<file path="src/rtl/instr_fetch.sv">
// Instruction fetch sequencer: issues one memory read per fetch_go and hands the word to decode.
// Optional response timeout is compiled in with `define FETCH_TIMEOUT_EN.
`timescale 1ns/1ps

module instr_fetch #(
  parameter int unsigned TIMEOUT_CYCLES = 16,
  parameter logic [31:0] NOP_WORD       = 32'h00000013
) (
  input  logic        clk,
  input  logic        fetch_rst,
  input  logic [31:0] pc_count,
  output logic        pc_write,
  output logic [31:0] pc_seq,
  input  logic        fetch_go,
  output logic        fetch_busy,
  output logic        mem_req,
  output logic [31:0] mem_addr,
  input  logic        mem_ack,
  input  logic [31:0] mem_rdata,
  output logic [31:0] ir,
  output logic        ir_valid,
  input  logic        ir_ready,
  output logic        misalign,
  output logic        timeout
);

  localparam logic [1:0] ST_IDLE = 2'd0;
  localparam logic [1:0] ST_REQ  = 2'd1;
  localparam logic [1:0] ST_HOLD = 2'd2;
  localparam logic [1:0] ST_ERR  = 2'd3;

  logic [1:0]  state_reg, state_next;
  logic [31:0] mem_addr_reg, mem_addr_next;
  logic [31:0] ir_reg, ir_next;
  logic        misalign_reg, misalign_next;
  logic        start_fetch;
  logic        pc_aligned;
  logic        timeout_hit;

  // A new fetch starts from IDLE, or straight out of HOLD when decode consumes and asks again.
  assign start_fetch = fetch_go &&
                       ((state_reg == ST_IDLE) || ((state_reg == ST_HOLD) && ir_ready));
  assign pc_aligned  = (pc_count[1:0] == 2'b00);

  always_comb begin
    state_next    = state_reg;
    mem_addr_next = mem_addr_reg;
    ir_next       = ir_reg;
    misalign_next = misalign_reg;
    case (state_reg)
      ST_IDLE, ST_HOLD: begin
        if (start_fetch) begin
          if (pc_aligned) begin
            state_next    = ST_REQ;
            mem_addr_next = pc_count;
          end else begin
            state_next    = ST_ERR;
            misalign_next = 1'b1;
            ir_next       = NOP_WORD;
          end
        end else if ((state_reg == ST_HOLD) && ir_ready) begin
          state_next = ST_IDLE;
        end
      end
      ST_REQ: begin
        if (mem_ack) begin
          state_next = ST_HOLD;
          ir_next    = mem_rdata;
        end else if (timeout_hit) begin
          state_next = ST_ERR;
          ir_next    = NOP_WORD;
        end
      end
      default: begin
        state_next = ST_ERR;
        ir_next    = NOP_WORD;
      end
    endcase
  end

  always_ff @(posedge clk or posedge fetch_rst) begin
    if (fetch_rst) begin
      state_reg    <= ST_IDLE;
      mem_addr_reg <= 32'd0;
      ir_reg       <= NOP_WORD;
      misalign_reg <= 1'b0;
    end else begin
      state_reg    <= state_next;
      mem_addr_reg <= mem_addr_next;
      ir_reg       <= ir_next;
      misalign_reg <= misalign_next;
    end
  end

`ifdef FETCH_TIMEOUT_EN
  localparam logic [7:0] TIMEOUT_LIMIT = 8'(TIMEOUT_CYCLES);

  logic [7:0] wait_cnt_reg;
  logic [7:0] wait_cnt_inc;
  logic       timeout_reg;

  assign wait_cnt_inc = wait_cnt_reg + 8'd1;
  assign timeout_hit  = (state_reg == ST_REQ) && !mem_ack && (wait_cnt_inc == TIMEOUT_LIMIT);

  always_ff @(posedge clk or posedge fetch_rst) begin
    if (fetch_rst) begin
      wait_cnt_reg <= 8'd0;
      timeout_reg  <= 1'b0;
    end else begin
      if (start_fetch) begin
        wait_cnt_reg <= 8'd0;
      end else if ((state_reg == ST_REQ) && !mem_ack) begin
        wait_cnt_reg <= wait_cnt_inc;
      end
      if (timeout_hit) begin
        timeout_reg <= 1'b1;
      end
    end
  end

  assign timeout = timeout_reg;
`else
  assign timeout_hit = 1'b0;
  assign timeout     = 1'b0;
`endif

  // pc_write is combinational so the PC register advances on the edge that captures ir.
  assign pc_write   = (state_reg == ST_REQ) && mem_ack;
  assign pc_seq     = pc_count + 32'd4;
  assign mem_req    = (state_reg == ST_REQ);
  assign ir_valid   = (state_reg == ST_HOLD);
  assign fetch_busy = (state_reg == ST_REQ) || (state_reg == ST_HOLD);
  assign mem_addr   = mem_addr_reg;
  assign ir         = ir_reg;
  assign misalign   = misalign_reg;

endmodule
</file>
<file path="config.mk">
export PLATFORM = sky130hd
export DESIGN_NAME = instr_fetch
export DESIGN_NICKNAME = d
export VERILOG_FILES = /design/src/rtl/instr_fetch.sv
export SDC_FILE = /design/constraint.sdc
export NUM_CORES = 1
export LEC_CHECK = 0
export CORE_MARGIN = 2
export CORE_UTILIZATION = 39
export CTS_CLUSTER_SIZE = 24
export DETAILED_ROUTE_END_ITERATION = 8
export MAX_ROUTING_LAYER = met4
export PLACE_DENSITY = 0.8
export SLEW_MARGIN = 20
export SYNTH_ARGS = -nofsm -noshare
export SYNTH_HDL_FRONTEND = slang
export SYNTH_SLANG_ARGS = --single-unit
export TNS_END_PERCENT = 20
</file>
<file path="constraint.sdc">
create_clock -name clk -period 2.8 [get_ports clk]
set_clock_uncertainty 0.15 [all_clocks]
set_input_delay 0.42 -clock clk [delete_from_list [all_inputs] [get_ports clk]]
set_output_delay 0.42 -clock clk [all_outputs]
set_load 0.02 [all_outputs]
</file>
Yosys cells after proc, flatten, opt, wreduce, memory -nomap -nowiden
Index checks and enable logic that the tools add are counted.

operators by class
  $add $sub $neg = 1
  equality and inequality tests = 6
  multiplexer cells = 9
  bitwise logic cells = 1
  reduce and logical (&&, ||, !) cells = 12

operators by type and width
  kind                     count
  $mux W32                 3
  $pmux W32 S2             1
  $add A32 B3 Y32 const B  1
  $reduce_and A3 Y1        3
  $mux W2                  4
  $logic_not A2 Y1         2
  $ne A2 B2 Y1 const B     2
  $pmux W2 S2              1
  $logic_and A1 B1 Y1      3
  $ne A3 B3 Y1 const B     1
  $eq A2 B1 Y1 const B     1
  $eq A2 B2 Y1 const B     1
  $logic_or A1 B1 Y1       2
  $ne A2 B1 Y1 const B     1
  $reduce_and A2 Y1        1
  $reduce_or A2 Y1         1
  $not A1 Y1               1

storage, ports and cells
  flip-flop bits (word level) = 67
  output and inout port bits = 102

Longest topological paths before layout
Gate-level depths: netlist of the first run.

  word-level depth = 6
  depth in mapped cells = 8

Least setup slack after synthesis of the first run
Ideal clock, no wire load.

  path kind = input to output
  start point = input pc_count[2]
  end point = output pc_seq[28]
  data arrival time = 1.677 ns
  path slack = 0.553 ns
  cell stages on the path = 5
  path buffers = 0
  cell sequence = ha_1 -> nand3_1 -> nor3_1 -> nand4_1 -> xnor2_1

on the way
  longest elaborated chain between the ends = 1

ends and longest elaborated chain
  element          RTL line  text
  start, declared  11        input logic [31:0] pc_count,
  $add A32 B3 Y32  129       assign pc_seq = pc_count + 32'd4;
  end, declared    13        output logic [31:0] pc_seq,

Every way passes these cells.

Worst setup path after layout of the first run
  start point = input pc_count[5]
  end point = output pc_seq[19]

The elaborated chain is that of the path after synthesis.

==> results of run 1 <==
tightest hold or removal path: stages:
cell	delay [ps]
clkdlybuf4s50_1	410
inv_2	70
buf_12	300
logic make-up (layout without fill, tap and decap cells):
family / after synthesis / in the layout / synth area share, %
xor gates and xnor gates: 28 / 28 / 7.69
and+or+nand+nor: 67 / 67 / 13.3
buffers and inverters: 19 / 231 / 3.10
muxes: 31 / 31 / 10.9
AOI/OAI and AO/OA: 39 / 39 / 10.3
DFF: 67 / 67 / 52.7
adders and majority gates: 5 / 5 / 1.96
other: 1 / 1 / 0.118
what timing repair did:
item                       4_1_cts  5_1_grt
setup endpoints to repair       26       22
buffers inserted                 1        0
gates resized for setup         61       22
pin swaps                        1        1
synth_stat cells (all sizes together), types with 5 or more instances:
cell / number / area (um^2)
a22o: 29 / 254
and2: 6 / 37.5
and3: 5 / 32.5
buf: 10 / 63.8
dfrtp: 64 / 1600
ha: 5 / 62.6
inv: 6 / 22.5
mux2: 30 / 338
nand2: 9 / 33.8
nand3: 14 / 70.1
nand4: 8 / 80.1
nor2: 10 / 37.5
nor3: 5 / 25.0
xnor2: 20 / 175
xor2: 8 / 70.1
metal layers:
layer	part of all wire [%]	wire length, um	up-vias
met2	52	4770	118
met1	41	3780	1378
met3	5.4	495	17
met4	1.8	163	0
met5	0	0	-
li1	-	-	1337
how the worst min path moves through the flow:
stage / startpoint / slack, ps / endpoint / depth (start not counted)
2_1_floorplan: ir[0]$_DFFE_PP1P_ / 400 / ir[0]$_DFFE_PP1P_ / 1
3_5_place_dp: misalign$_DFFE_PP0P_ / 310 / misalign$_DFFE_PP0P_ / 1
5_1_grt: mem_addr[0]$_DFFE_PP0P_ / 360 / mem_addr[0]$_DFFE_PP0P_ / 1
4_1_cts: fetch_rst / 330 / ir[23]$_DFFE_PP0P_ / 3
3_3_place_gp: misalign$_DFFE_PP0P_ / 310 / misalign$_DFFE_PP0P_ / 1
6_report: fetch_rst / 320 / ir[18]$_DFFE_PP0P_ / 3
area by class of cell:
type                            count  area (um^2)  share of cell area [%]
Timing Repair Buffer              210         1960                    36.3
Sequential cell                    67         1680                    31.1
Multi-Input combinational cell    171         1430                    26.5
Clock buffer                       10          128                    2.36
Tap cell                          102          128                    2.36
Clock inverter                      5         55.1                    1.02
Inverter                            6         22.5                   0.416
metrics by stage:
step / TNS, ps / util, %
final: 0 / 69.3
after CTS: -40.6 / 69.6
after floorplan: 0 / -
after global routing: -174 / 69.3
after global placement: -6980 / 67.4
after detailed placement: -8080 / 67.4
report_power, final:
| part | internal, W | switching, W | total [W] | leakage (nW) |
|---|---|---|---|---|
| registers | 0.00135 | 0.000216 | 0.00157 | 0.851 |
| clock network | 0.000403 | 0.000361 | 0.000764 | 0.0881 |
| logic | 0.00119 | 0.00116 | 0.00236 | 1.46 |
==> impl_results.md, run 1 <==
- Global placement routability congestion: 0.778
- Clock Latency Late Sink: 330 ps
- RSZ-0062 raised after global routing: yes
- Number of max-cap violations: 0
- Period utilization: 99.5%
- PwrDens: 867 nW/um^2
- Predominant post-synthesis flop cell: dfrtp_1
- Filler Cell Count: 624
- Setup CP Type: in -> out
- Status: finished, final reports clean
- Commonest cells after routing, fill and taps aside: 137 x clkdlybuf4s50_1, 64 x dfrtp_1, 39 x buf_4
- Leading cell type in the layout, fill and taps excluded: clkdlybuf4s50_1
- R2R setup slack: 290 ps
- HP Class: in -> async
- Chip height: 94.5 um
- Met1 usage: 25.2%
- Minimum clock period: 2780 ps
- DRC errors left: 0
- EDFF count, synth: 0
- Synthesized area: 3190 um^2
- Buffers and inverters on the worst path: 2
- Dpl cell area: 5260 um^2
- Total die area: 8920 um^2
- Crit path max-delay cell type: clkdlybuf4s50_1
- CTS tree: built
- Worst setup path startpoint: pc_count[5]
- Detailed placer's ending HPWL: 7030 um
- Fin cells: 571
- Worst slew margin: 30.4%
- Worst path required time: 2230 ps
- Final worst-path setup slack: 15.0 ps
- Sequential area share after synthesis: 52.7%
- Crit-path max cell delay: 530 ps
- Die Span X: 94.5 um
- Mapped Nets: 331
- Syn Area/Cell: 12.4 um^2
- Pins Over Slew Limit: 0
- ANT nets after route: 0
- Initial antenna violation count: 0
- Syn Inst Count: 257
- Finished Cell Area: 5410 um^2
- Total chip power: 0.00469 W
- First-pass GRT wire length: 14,500 um
- Fmax achieved: 0.359 GHz
- Synthesis warning total: 0
- Worst reg2reg endpoint: ir[5]$_DFFE_PP0P_
- # placed instances: 555
- Largest net degree at the start of global routing: 68
- Clock Sinks: 67
- FFs w/ async S/R, synth: 100%
- Avg WL per Cell: 16.1 um
- Total Nets Final: 539
- First-pass iteration count of the detailed router: 4
- DR iter-0 viols: 105
- Ant. Diodes: 0
- Fraction of layout cells with a size suffix above 1: 24.7%
- Worst Path Arrival: 2210 ps
- I/O Buffers: 169
- Worst-path cell chain: clkdlybuf4s50_1, nand4_1, or3_4, nor3_1, xor2_1, clkdlybuf4s15_2
- Total Routing Usage GR: 21.7%
- Final hold viol count: 0
- H-tree depth: 3
- CTS root buf: clkbuf_8
- R2r worst-path depth: 6
- Netlist cell types: 39
- Worst-Margin Slew: 1040 ps
- Leakage power: 2.40 nW
- Crit path max fanout: 3
- GR Util met3: 5.11%
- Routed WL: 9220 um
- Vias per inst: 4.99
- Initial core utilization: 40.9%
- Vias in the first global route: 3,011
- Place WS: -435 ps
- Gr ovfl total: 0
- Clk slew on worst S/H paths: 80 ps
- Area Overhead vs Synth: 69.5%
- Number of synthesized register bits: 67
- Row count: 32
- CP Capture Type: primary output
- Setup crit end: pc_seq[19]
- Num CTS Buffers: 9
- IO Count: 171
- Core region area: 7810 um^2
- Final hold slack: 316 ps
- Critical R2R Launch: state_reg[0]$_DFFE_PP0P_
- Crit start category: input pin
- # hold bufs at CTS: 0
- GRT met2 Usage: 37.6%
- Top Family by Delay on Critical Path: buffers and inverters
- CTS max path bufs: 2
- Final Setup Violations: 0
- Vias: 2,850
- VDD IR max: 0.000843 V
- Instance count on the critical path: 6
- Top Usage Layer GRT: met2
No activity file was read; power rests on OpenSTA's default activity.
==> inputs of run 2 (changes only) <==
--- a/config.mk
+++ b/config.mk
@@ -11,6 +11,7 @@
 export DETAILED_ROUTE_END_ITERATION = 8
 export MAX_ROUTING_LAYER = met4
 export PLACE_DENSITY = 0.8
+export SETUP_SLACK_MARGIN = 0.2
 export SLEW_MARGIN = 20
 export SYNTH_ARGS = -nofsm -noshare
 export SYNTH_HDL_FRONTEND = slang
==> impl_results.md, run 2 (synthesis results as in run 1) <==
- Clock Sinks: 67 (unchanged)
- Global placement routability congestion: 0.778 (unchanged)
- Fmax achieved: 0.386 GHz (+7.5%)
- Total Nets Final: 541 (+0.37%)
- Total die area: 8920 um^2 (unchanged)
- RSZ-0062 raised after global routing: yes
- Initial core utilization: 40.9% (unchanged)
- I/O Buffers: 169 (unchanged)
- Minimum clock period: 2590 ps (-194 ps)
- CTS tree: built
- Worst-Margin Slew: 564 ps (-480 ps)
- Crit start category: input pin
- ANT nets after route: 0 (unchanged)
- DR iter-0 viols: 95 (-9.5%)
- Leakage power: 2.45 nW (+2.2%)
- CTS root buf: clkbuf_8
- Worst slew margin: 62.4% (+32 points)
- Worst path required time: 2230 ps (about the same)
- DRC errors left: 0 (unchanged)
- Worst setup path startpoint: pc_count[3]
- Final core utilization: 69.9% (+0.61 points)
- H-tree depth: 3 (unchanged)
- VDD IR max: 0.000842 V (-0.11%)
- Status: finished, final reports clean
- Period utilization: 92.5% (-6.9 points)
- Die Span X: 94.5 um (unchanged)
- Initial antenna violation count: 0 (unchanged)
- Clk slew on worst S/H paths: 70 ps (about the same)
- Fraction of layout cells with a size suffix above 1: 25.5% (+0.74 points)
- Detailed placer's ending HPWL: 7030 um (unchanged)
- HP Class: in -> reg
- Area Overhead vs Synth: 71.0%
- First-pass GRT wire length: 14,600 um (+0.43%)
- First-pass iteration count of the detailed router: 6 (+2)
- Final hold slack: 288 ps (-27.7 ps)
- Total Routing Usage GR: 21.8% (+0.070 points)
- CP Capture Type: primary output
- Setup CP Type: in -> out
- Leading cell type in the layout, fill and taps excluded: clkdlybuf4s50_1
- Pins Over Slew Limit: 0 (unchanged)
- IO Count: 171 (unchanged)
- Number of max-cap violations: 0 (unchanged)
- Total chip power: 0.00469 W (+0.11%)
- Critical R2R Launch: state_reg[0]$_DFFE_PP0P_
- Vias per inst: 5.01 (+0.38%)
- Crit path max fanout: 3 (unchanged)
- PwrDens: 860 nW/um^2 (-0.76%)
- Finished Cell Area: 5460 um^2 (+0.88%)
- Num CTS Buffers: 9 (unchanged)
- Largest net degree at the start of global routing: 68 (unchanged)
- Chip height: 94.5 um (unchanged)
- Vias: 2,876 (+0.91%)
- Dpl cell area: 5260 um^2 (unchanged)
- Avg WL per Cell: 16.5 um (+2.0%)
- Gr ovfl total: 0 (unchanged)
- Row count: 32 (unchanged)
- CTS max path bufs: 2 (unchanged)
- Min-delay src: pc_count[8]
- Vias in the first global route: 3,016 (+0.17%)
- Core region area: 7810 um^2 (unchanged)
- Final hold viol count: 0 (unchanged)
- Commonest cells after routing, fill and taps aside: 128 x clkdlybuf4s50_1, 64 x dfrtp_1, 40 x buf_4
- Routed WL: 9450 um (+2.5%)
- # hold bufs at CTS: 0 (unchanged)
- Worst Path Arrival: 2020 ps (-190 ps)
- Clock Latency Late Sink: 330 ps (about the same)
- Final Setup Violations: 0 (unchanged)
run 2: changes by cell type in the layout (fill, tap and decap cells not counted), moves of 2 or more:
cell	change
buf_6	+2
clkdlybuf4s50_1	-9
dlymetal6s2s_1	+2
dlygate4sd2_1	+7
run 2: final cells by class:
class,instances,area [um^2]
timing repair buffer,212,1980
fill,626,2350
tap,102,128
clock buffer,10,128
inverter,6,22.5
antenna,1,2.50
sequential,67,1680
multi-input combinational,171,1460
clock inverter,5,55.1
run 2: what timing repair did:
item / 4_1_cts / 5_1_grt
resized for setup: 74 / 30
pin swaps: 4 / 6
cloned: 1 / 0
buffers inserted: 2 / 0
setup endpoints to repair: 28 / 52
run 2: layer usage:
layer  vias up  global-route usage (%)  wire length [um]
met3        13                    5.03               526
met1      1410                    25.8              3830
met5         -                       -                 0
met4         0                    5.80               131
li1       1341                       -                 -
met2       112                    37.5              4960
run 2: worst paths after layout:
path                                            to  slack, ps  cells after the start
min                        mem_addr[8]$_DFFE_PP0P_        290                      2
max in group asynchronous        ir[4]$_DFFE_PP1P_       1860                      3
max reg2reg                mem_addr[9]$_DFFE_PP0P_        540                      7
min reg2reg                   misalign$_DFFE_PP0P_        330                      1
min in group asynchronous       ir[18]$_DFFE_PP0P_        320                      3
max                                     pc_seq[19]        210                      6
run 2: critical path: stages:
cell and delay, ps:
dlygate4sd2_1 310, nand4_1 170, or3_4 410, nor3_1 250
xor2_1 190, clkdlybuf4s15_2 280
run 2: power breakdown:
group	internal (W)	switching, W	leakage [nW]
clock	0.000403	0.000359	0.0881
sequential	0.00135	0.000217	0.851
combinational	0.00119	0.00117	1.51
run 2: stage by stage:
| stage | TNS (ps) | worst slack [ps] | cells |
|---|---|---|---|
| after CTS | 0 | 55.6 | 573 |
| after floorplan | 0 | 552 | 257 |
| after detailed placement | -8080 | -435 | 555 |
| after global routing | 0 | 124 | 573 |
| final | 0 | 209 | 574 |
| after global placement | -6980 | -392 | 555 |
